File: config.mk
export PLATFORM = sky130hd
export DESIGN_NAME = change_dispenser_flat
export DESIGN_NICKNAME = d
export VERILOG_FILES = /design/src/rtl/change_dispenser_if.sv /design/src/rtl/change_dispenser.sv /design/src/flat_wrapper.sv
export SDC_FILE = /design/constraint.sdc
export NUM_CORES = 1
export LEC_CHECK = 0
export CAP_MARGIN = 20
export CORE_MARGIN = 4
export CORE_UTILIZATION = 57
export CTS_BUF_LIST = sky130_fd_sc_hd__clkbuf_2 sky130_fd_sc_hd__clkbuf_4 sky130_fd_sc_hd__clkbuf_8
export DETAILED_ROUTE_END_ITERATION = 8
export PLACE_DENSITY = 0.89
export RECOVER_POWER = 25
export SLEW_MARGIN = 20
export SYNTH_ARGS = -nofsm -noshare
export SYNTH_HDL_FRONTEND = slang
export SYNTH_SLANG_ARGS = --single-unit
File: constraint.sdc
create_clock -name sys_clk -period 3 [get_ports sys_clk]
set_input_delay 0.9 -clock sys_clk [delete_from_list [all_inputs] [get_ports sys_clk]]
set_output_delay 0.9 -clock sys_clk [all_outputs]
set_load 0.01 [all_outputs]
File: src/rtl/change_dispenser_if.sv
// change_dispenser_if: signal bundle between the vending FSM / hopper side and change_dispenser
interface change_dispenser_if;
    logic       vend_req;
    logic [2:0] refund_amt;
    logic       empty_one;
    logic       empty_half;
    logic       coin_sense;
    logic       fault_clr;
    logic       can_drv;
    logic       hop_one;
    logic       hop_half;
    logic [2:0] remaining;
    logic       busy;
    logic       done;
    logic       fault;
    modport master (
        output vend_req, refund_amt, empty_one, empty_half, coin_sense, fault_clr,
        input  can_drv, hop_one, hop_half, remaining, busy, done, fault
    );
    modport slave (
        input  vend_req, refund_amt, empty_one, empty_half, coin_sense, fault_clr,
        output can_drv, hop_one, hop_half, remaining, busy, done, fault
    );
endinterface

File: src/rtl/change_dispenser.sv
// change_dispenser: can release then coin-by-coin change payout with sense confirm and timeout fault; RETRY_EN adds one re-eject per coin
module change_dispenser #(
    parameter int CAN_W   = 4,
    parameter int PULSE_W = 4,
    parameter int TIMEOUT = 16
) (
    input  logic              sys_clk,
    input  logic              sys_rst,
    change_dispenser_if.slave bus
);
    typedef enum logic [2:0] {IDLE, VEND, SELECT, DRIVE, WAIT, DONE, FAULT} state_t;
    localparam logic [7:0] CAN_LAST     = 8'(CAN_W - 1);
    localparam logic [7:0] PULSE_LAST   = 8'(PULSE_W - 1);
    localparam logic [7:0] TIMEOUT_LAST = 8'(TIMEOUT - 1);
    state_t     r_state, w_state_n;
    logic [7:0] r_t, w_t_n;
    logic [2:0] r_rem, w_rem_n;
    logic       r_coin, w_coin_n;
    logic       r_sensed, w_sensed_n;
    logic       w_sense_ok;
    logic       r_can, r_hop_one, r_hop_half, r_done, r_fault, r_busy;
`ifdef RETRY_EN
    logic       r_retry, w_retry_n;
`endif
    assign w_sense_ok = bus.coin_sense && !r_sensed && (r_state == DRIVE || r_state == WAIT);
    // next state, shared phase timer, owed amount and coin bookkeeping
    always_comb begin
        w_state_n  = r_state;
        w_t_n      = r_t + 8'd1;
        w_rem_n    = r_rem;
        w_coin_n   = r_coin;
        w_sensed_n = r_sensed;
`ifdef RETRY_EN
        w_retry_n  = r_retry;
`endif
        if (w_sense_ok) begin
            w_rem_n    = r_rem - (r_coin ? 3'd2 : 3'd1);
            w_sensed_n = 1'b1;
`ifdef RETRY_EN
            w_retry_n  = 1'b0;
`endif
        end
        case (r_state)
            IDLE: begin
                w_t_n = '0;
                if (bus.vend_req) begin
                    w_rem_n   = bus.refund_amt;
                    w_state_n = VEND;
                end
            end
            VEND: if (r_t == CAN_LAST) w_state_n = SELECT;
            SELECT: begin
                w_t_n      = '0;
                w_sensed_n = 1'b0;
`ifdef RETRY_EN
                w_retry_n  = 1'b0;
`endif
                w_coin_n   = r_rem >= 3'd2 && !bus.empty_one;
                w_state_n  = r_rem == 3'd0 ? DONE : (w_coin_n || !bus.empty_half) ? DRIVE : FAULT;
            end
            DRIVE: if (r_t == PULSE_LAST) w_state_n = (r_sensed || w_sense_ok) ? SELECT : WAIT;
            WAIT: begin
                if (w_sense_ok) w_state_n = SELECT;
                else if (r_t == TIMEOUT_LAST) begin
`ifdef RETRY_EN
                    if (!r_retry) begin
                        w_state_n = DRIVE;
                        w_t_n     = '0;
                        w_retry_n = 1'b1;
                    end else w_state_n = FAULT;
`else
                    w_state_n = FAULT;
`endif
                end
            end
            DONE: w_state_n = IDLE;
            FAULT: if (bus.fault_clr) begin
                w_state_n = IDLE;
                w_rem_n   = '0;
            end
            default: w_state_n = IDLE;
        endcase
    end
    // state and registered outputs decoded from the upcoming state
    always_ff @(posedge sys_clk) begin
        if (sys_rst) begin
            r_state    <= IDLE;
            r_t        <= '0;
            r_rem      <= '0;
            r_coin     <= 1'b0;
            r_sensed   <= 1'b0;
            r_can      <= 1'b0;
            r_hop_one  <= 1'b0;
            r_hop_half <= 1'b0;
            r_done     <= 1'b0;
            r_fault    <= 1'b0;
            r_busy     <= 1'b0;
`ifdef RETRY_EN
            r_retry    <= 1'b0;
`endif
        end else begin
            r_state    <= w_state_n;
            r_t        <= w_t_n;
            r_rem      <= w_rem_n;
            r_coin     <= w_coin_n;
            r_sensed   <= w_sensed_n;
            r_can      <= w_state_n == VEND;
            r_hop_one  <= w_state_n == DRIVE && w_coin_n;
            r_hop_half <= w_state_n == DRIVE && !w_coin_n;
            r_done     <= w_state_n == DONE;
            r_fault    <= w_state_n == FAULT;
            r_busy     <= w_state_n != IDLE;
`ifdef RETRY_EN
            r_retry    <= w_retry_n;
`endif
        end
    end
    assign bus.can_drv   = r_can;
    assign bus.hop_one   = r_hop_one;
    assign bus.hop_half  = r_hop_half;
    assign bus.remaining = r_rem;
    assign bus.busy      = r_busy;
    assign bus.done      = r_done;
    assign bus.fault     = r_fault;
endmodule
File: src/flat_wrapper.sv
// flat-port wrapper written by rule: the top's interface ports become plain ports
module change_dispenser_flat 
#(
    parameter int CAN_W   = 4,
    parameter int PULSE_W = 4,
    parameter int TIMEOUT = 16
)
  (sys_clk, sys_rst, bus_vend_req, bus_refund_amt, bus_empty_one, bus_empty_half, bus_coin_sense, bus_fault_clr, bus_can_drv, bus_hop_one, bus_hop_half, bus_remaining, bus_busy, bus_done, bus_fault);
  change_dispenser_if bus_i ();
  input  logic sys_clk;
  input  logic sys_rst;
  input wire logic [$bits(bus_i.vend_req)-1:0] bus_vend_req;
  input wire logic [$bits(bus_i.refund_amt)-1:0] bus_refund_amt;
  input wire logic [$bits(bus_i.empty_one)-1:0] bus_empty_one;
  input wire logic [$bits(bus_i.empty_half)-1:0] bus_empty_half;
  input wire logic [$bits(bus_i.coin_sense)-1:0] bus_coin_sense;
  input wire logic [$bits(bus_i.fault_clr)-1:0] bus_fault_clr;
  output wire logic [$bits(bus_i.can_drv)-1:0] bus_can_drv;
  output wire logic [$bits(bus_i.hop_one)-1:0] bus_hop_one;
  output wire logic [$bits(bus_i.hop_half)-1:0] bus_hop_half;
  output wire logic [$bits(bus_i.remaining)-1:0] bus_remaining;
  output wire logic [$bits(bus_i.busy)-1:0] bus_busy;
  output wire logic [$bits(bus_i.done)-1:0] bus_done;
  output wire logic [$bits(bus_i.fault)-1:0] bus_fault;
  assign bus_i.vend_req = bus_vend_req;
  assign bus_i.refund_amt = bus_refund_amt;
  assign bus_i.empty_one = bus_empty_one;
  assign bus_i.empty_half = bus_empty_half;
  assign bus_i.coin_sense = bus_coin_sense;
  assign bus_i.fault_clr = bus_fault_clr;
  assign bus_can_drv = bus_i.can_drv;
  assign bus_hop_one = bus_i.hop_one;
  assign bus_hop_half = bus_i.hop_half;
  assign bus_remaining = bus_i.remaining;
  assign bus_busy = bus_i.busy;
  assign bus_done = bus_i.done;
  assign bus_fault = bus_i.fault;
  change_dispenser #(.CAN_W(CAN_W), .PULSE_W(PULSE_W), .TIMEOUT(TIMEOUT)) u_core (.sys_clk(sys_clk), .sys_rst(sys_rst), .bus(bus_i));
endmodule
==> results.md <==
* Result of the run: finished clean
* DRC at 0
* Hold bufs inserted after CTS at 0
* Gate family responsible for the most delay along the worst path: buffers and inverters
* Antenna Nets Post-Route at 0
* Crit path buf inv count at 1
* Remaining global-route overflow at 0
* Die Span X at 50.63 um
* Cell at the root of the clock tree: sky130_fd_sc_hd__clkbuf_4
* Average size of a mapped cell at 8.706 um^2
* Worst Setup SP: bus_empty_one
* Tot GR Track Use at 0.1752
* Most common cell after layout, fill and taps aside: sky130_fd_sc_hd__dfxtp_1
* Worst path cell trace: dlygate4sd3_1 -> o211a_1 -> a311oi_1 -> a311oi_1 -> or2_2 -> nor3b_1
* Layout cells sized above 1 at 0.09353
* Number of nets in the final layout at 153
* Clock transition at the registers of the reported paths at 0.12 ns
* Post-Synthesis Cells at 119
* IR Drop Worst-Case VDD at 0.3584 mV
* Routed wire length per instance at 12.05 um
* Proportion of synthesized flip-flops having asynchronous set or reset at 0
* Critical path required time at 3.23 ns
* Most common flop cell mapped by yosys: sky130_fd_sc_hd__dfxtp_1
* Mapped Area at 1036 um^2
* Number of enable flip-flop cells after synthesis at 0
* Library cell with the largest summed area after synthesis: sky130_fd_sc_hd__dfxtp_1
* Antenna violations before repair at 0
* Period Utilization, post-route at 0.7591
* TritonCTS Buffers at 3
* Die Area at 2563 um^2
* First-pass GRT wire length at 3532 um
* Row count at 15
* Dpl hpwl at 1542 um
* Highest routed layer: met4
* Area fraction of the dominant cell type after synthesis at 0.4251
* Setup_tns at 0 ns
* Worst rel slew slack at 0.4156
* Power density normalized to cell area at 454.2 nW/um^2
* Achievable clock frequency at 0.4391 GHz
* CTS tree: built
* Placed Instances at 160
* FF+latch count, synth at 22
* Final routed wirelength across all metal layers at 1977 um
* Via count of the routed design at 885
* R2R setup slack at 0.87 ns
* Final hold violation count at 0
* Most frequent cells in the layout: sky130_fd_sc_hd__dfxtp_1 (22), sky130_fd_sc_hd__nor2_1 (21), sky130_fd_sc_hd__clkdlybuf4s50_1 (15), sky130_fd_sc_hd__a21oi_1 (7)
* Maximum clock insertion buffer count at 2
* Worst setup timing slack at the placement stage at 0.4378 ns
* Vert. Die Dim at 50.63 um
* Data arrival, critical path at 2.51 ns
* Clock tree skew after final layout at 0.007634 ns
* Final worst setup slack at 0.7228 ns
* Vias per inst at 5.396
* Placer Congestion at 0.8184
* Cell with the biggest individual delay on the critical path: sky130_fd_sc_hd__dlygate4sd3_1
* Final cell count without fillers at 164
* Pin count of the biggest net entering global routing at 14
* Core region area at 1727 um^2
* Count of input and output buffers at 18
* Ys Warns at 0
* Area growth from synthesis to final layout at 25.00%
* Met3 WL at 96 um
* Leakage power at 0.5217 nW
* # IOs at 19
* Number of unique standard cell types used by synthesis at 38
* Met1 routed wirelength after detailed routing at 944 um
* Starting utilization of the core area at 0.6000
* Worst-margin pin slew at 0.8675 ns
* Number of global-route vias before repair at 860
* Critical path fanouts, max at 4
* Net count of the mapped netlist at 132
* Total inserted antenna cells at 0
* Clk sink count at 22
* Max_cap viols at 0
* Type of the setup path with the least slack: input port to flip-flop
* Startpoint of the most critical register-to-register path: u_core.r_t[5]
* CP startpoint kind: input port
* Cell types occupying the most area after synthesis: sky130_fd_sc_hd__dfxtp_1 (43%), sky130_fd_sc_hd__nor2_1 (7.6%), sky130_fd_sc_hd__a21oi_1 (3.4%), sky130_fd_sc_hd__a2bb2oi_1 (2.5%), sky130_fd_sc_hd__xnor2_1 (2.5%)
* H-tree lvl count at 1
* Cts repair resizes at 0
* Share of synthesized area occupied by flip-flops and latches at 0.4251
* Final Critical Period at 2.277 ns
* Met2 wire length at 898 um
* Buffers inserted by post-CTS timing repair at 0
* Number of endpoints failing setup at the final stage at 0
* Clock latency of the later-clocked register in the worst-skew pair at 0.31 ns
* Crit. End Element: flip-flop
* RSZ-0062 raised after global routing: false
* Hold slack final at 0.4437 ns
* Start point of the worst hold path: u_core.r_t[0]
* Final count of pins violating max slew at 0
* Critical Path Most Common Cell: sky130_fd_sc_hd__a311oi_1
* Class of the most critical hold timing path: flip-flop to flip-flop
* Highest cell delay on the worst timing path at 0.57 ns
* Starting DRC count in detailed routing at 11
* First drt pass iteration count at 4
## cells by family after synthesis
logic type | count (synthesis) | share of synthesized area
mux | 3 | 0.03019
flops | 22 | 0.4251
compound gates | 22 | 0.1425
fa+ha+maj | 3 | 0.04348
xor+xnor | 6 | 0.05073
simple gates | 53 | 0.2705
buf+inv | 10 | 0.03743
## report_power, final
part           internal (W)  leakage (nW)  switching [W]  total [W]
Clock              0.000135        0.0279      0.0000877   0.000223
Combinational     0.0000328         0.315      0.0000256  0.0000584
Sequential         0.000299         0.179     0.00000787   0.000307
Total              0.000467         0.522       0.000121   0.000588
## routing by layer
metal,up-vias,GRT usage
met5,-,0
met4,0,0.06278
met3,7,0.03561
met2,21,0.2761
met1,406,0.2362
li1,451,-
## flip-flops by register name, indices dropped and copies added (netlist names)
register / cells
u_core.r_sensed: 1
u_core.r_state: 3
u_core.r_t: 8
u_core.bus.busy: 1
u_core.bus.fault: 1
u_core.bus.can_drv: 1
u_core.bus.hop_half: 1
u_core.bus.hop_one: 1
u_core.r_coin: 1
u_core.bus.done: 1
u_core.bus.remaining: 3
## per-stage QoR
| stage | instance area, um^2 | util | power (W) |
|---|---|---|---|
| after floorplan | 1036 | - | 0.0003410 |
| after global placement | 1242 | 0.7196 | 0.0003705 |
| after detailed placement | 1242 | 0.7196 | 0.0003726 |
| after CTS | 1295 | 0.7500 | 0.0005949 |
| after global routing | 1295 | 0.7500 | 0.0006143 |
| final | 1295 | 0.7500 | 0.0005882 |
## final cells by class
class	instances	area (um^2)
clock buffer	3	22.52
clock inverter	1	30.03
fill	140	431.7
inverter	7	26.28
multi-input combinational	87	556.8
sequential	22	440.4
tap	25	31.28
timing repair buffer	19	187.7
## worst paths after layout
check	to	depth (start not counted)
setup reg to reg	u_core.bus.can_drv	6
hold / removal	u_core.r_t[0]	1
hold reg to reg	u_core.r_t[0]	1
setup / recovery	u_core.bus.hop_half	6
## synthesized netlist by cell type, types with 2 or more instances
master	count
sky130_fd_sc_hd__nor3_1	4
sky130_fd_sc_hd__and3_1	4
sky130_fd_sc_hd__nand2_1	6
sky130_fd_sc_hd__nor2_1	21
sky130_fd_sc_hd__a2bb2oi_1	3
sky130_fd_sc_hd__inv_1	6
sky130_fd_sc_hd__o21ai_0	4
sky130_fd_sc_hd__ha_1	2
sky130_fd_sc_hd__clkbuf_1	2
sky130_fd_sc_hd__nor3b_1	2
sky130_fd_sc_hd__a311oi_1	2
sky130_fd_sc_hd__nand2b_1	2
sky130_fd_sc_hd__mux2i_1	2
sky130_fd_sc_hd__nand3_1	3
sky130_fd_sc_hd__xnor2_1	3
sky130_fd_sc_hd__a21oi_1	7
sky130_fd_sc_hd__nor2b_1	2
sky130_fd_sc_hd__xor2_1	3
sky130_fd_sc_hd__dfxtp_1	22
## worst register-to-register path, delay by kind of cell (launching register included)
family | cells | cell delay (ns)
AO/OA/AOI/OAI | 1 | 0.36
buffers and inverters | 1 | 0.04
flip-flops | 1 | 0.36
AND/OR/NAND/NOR | 4 | 1.28
No activity file was read; power rests on OpenSTA's default activity.
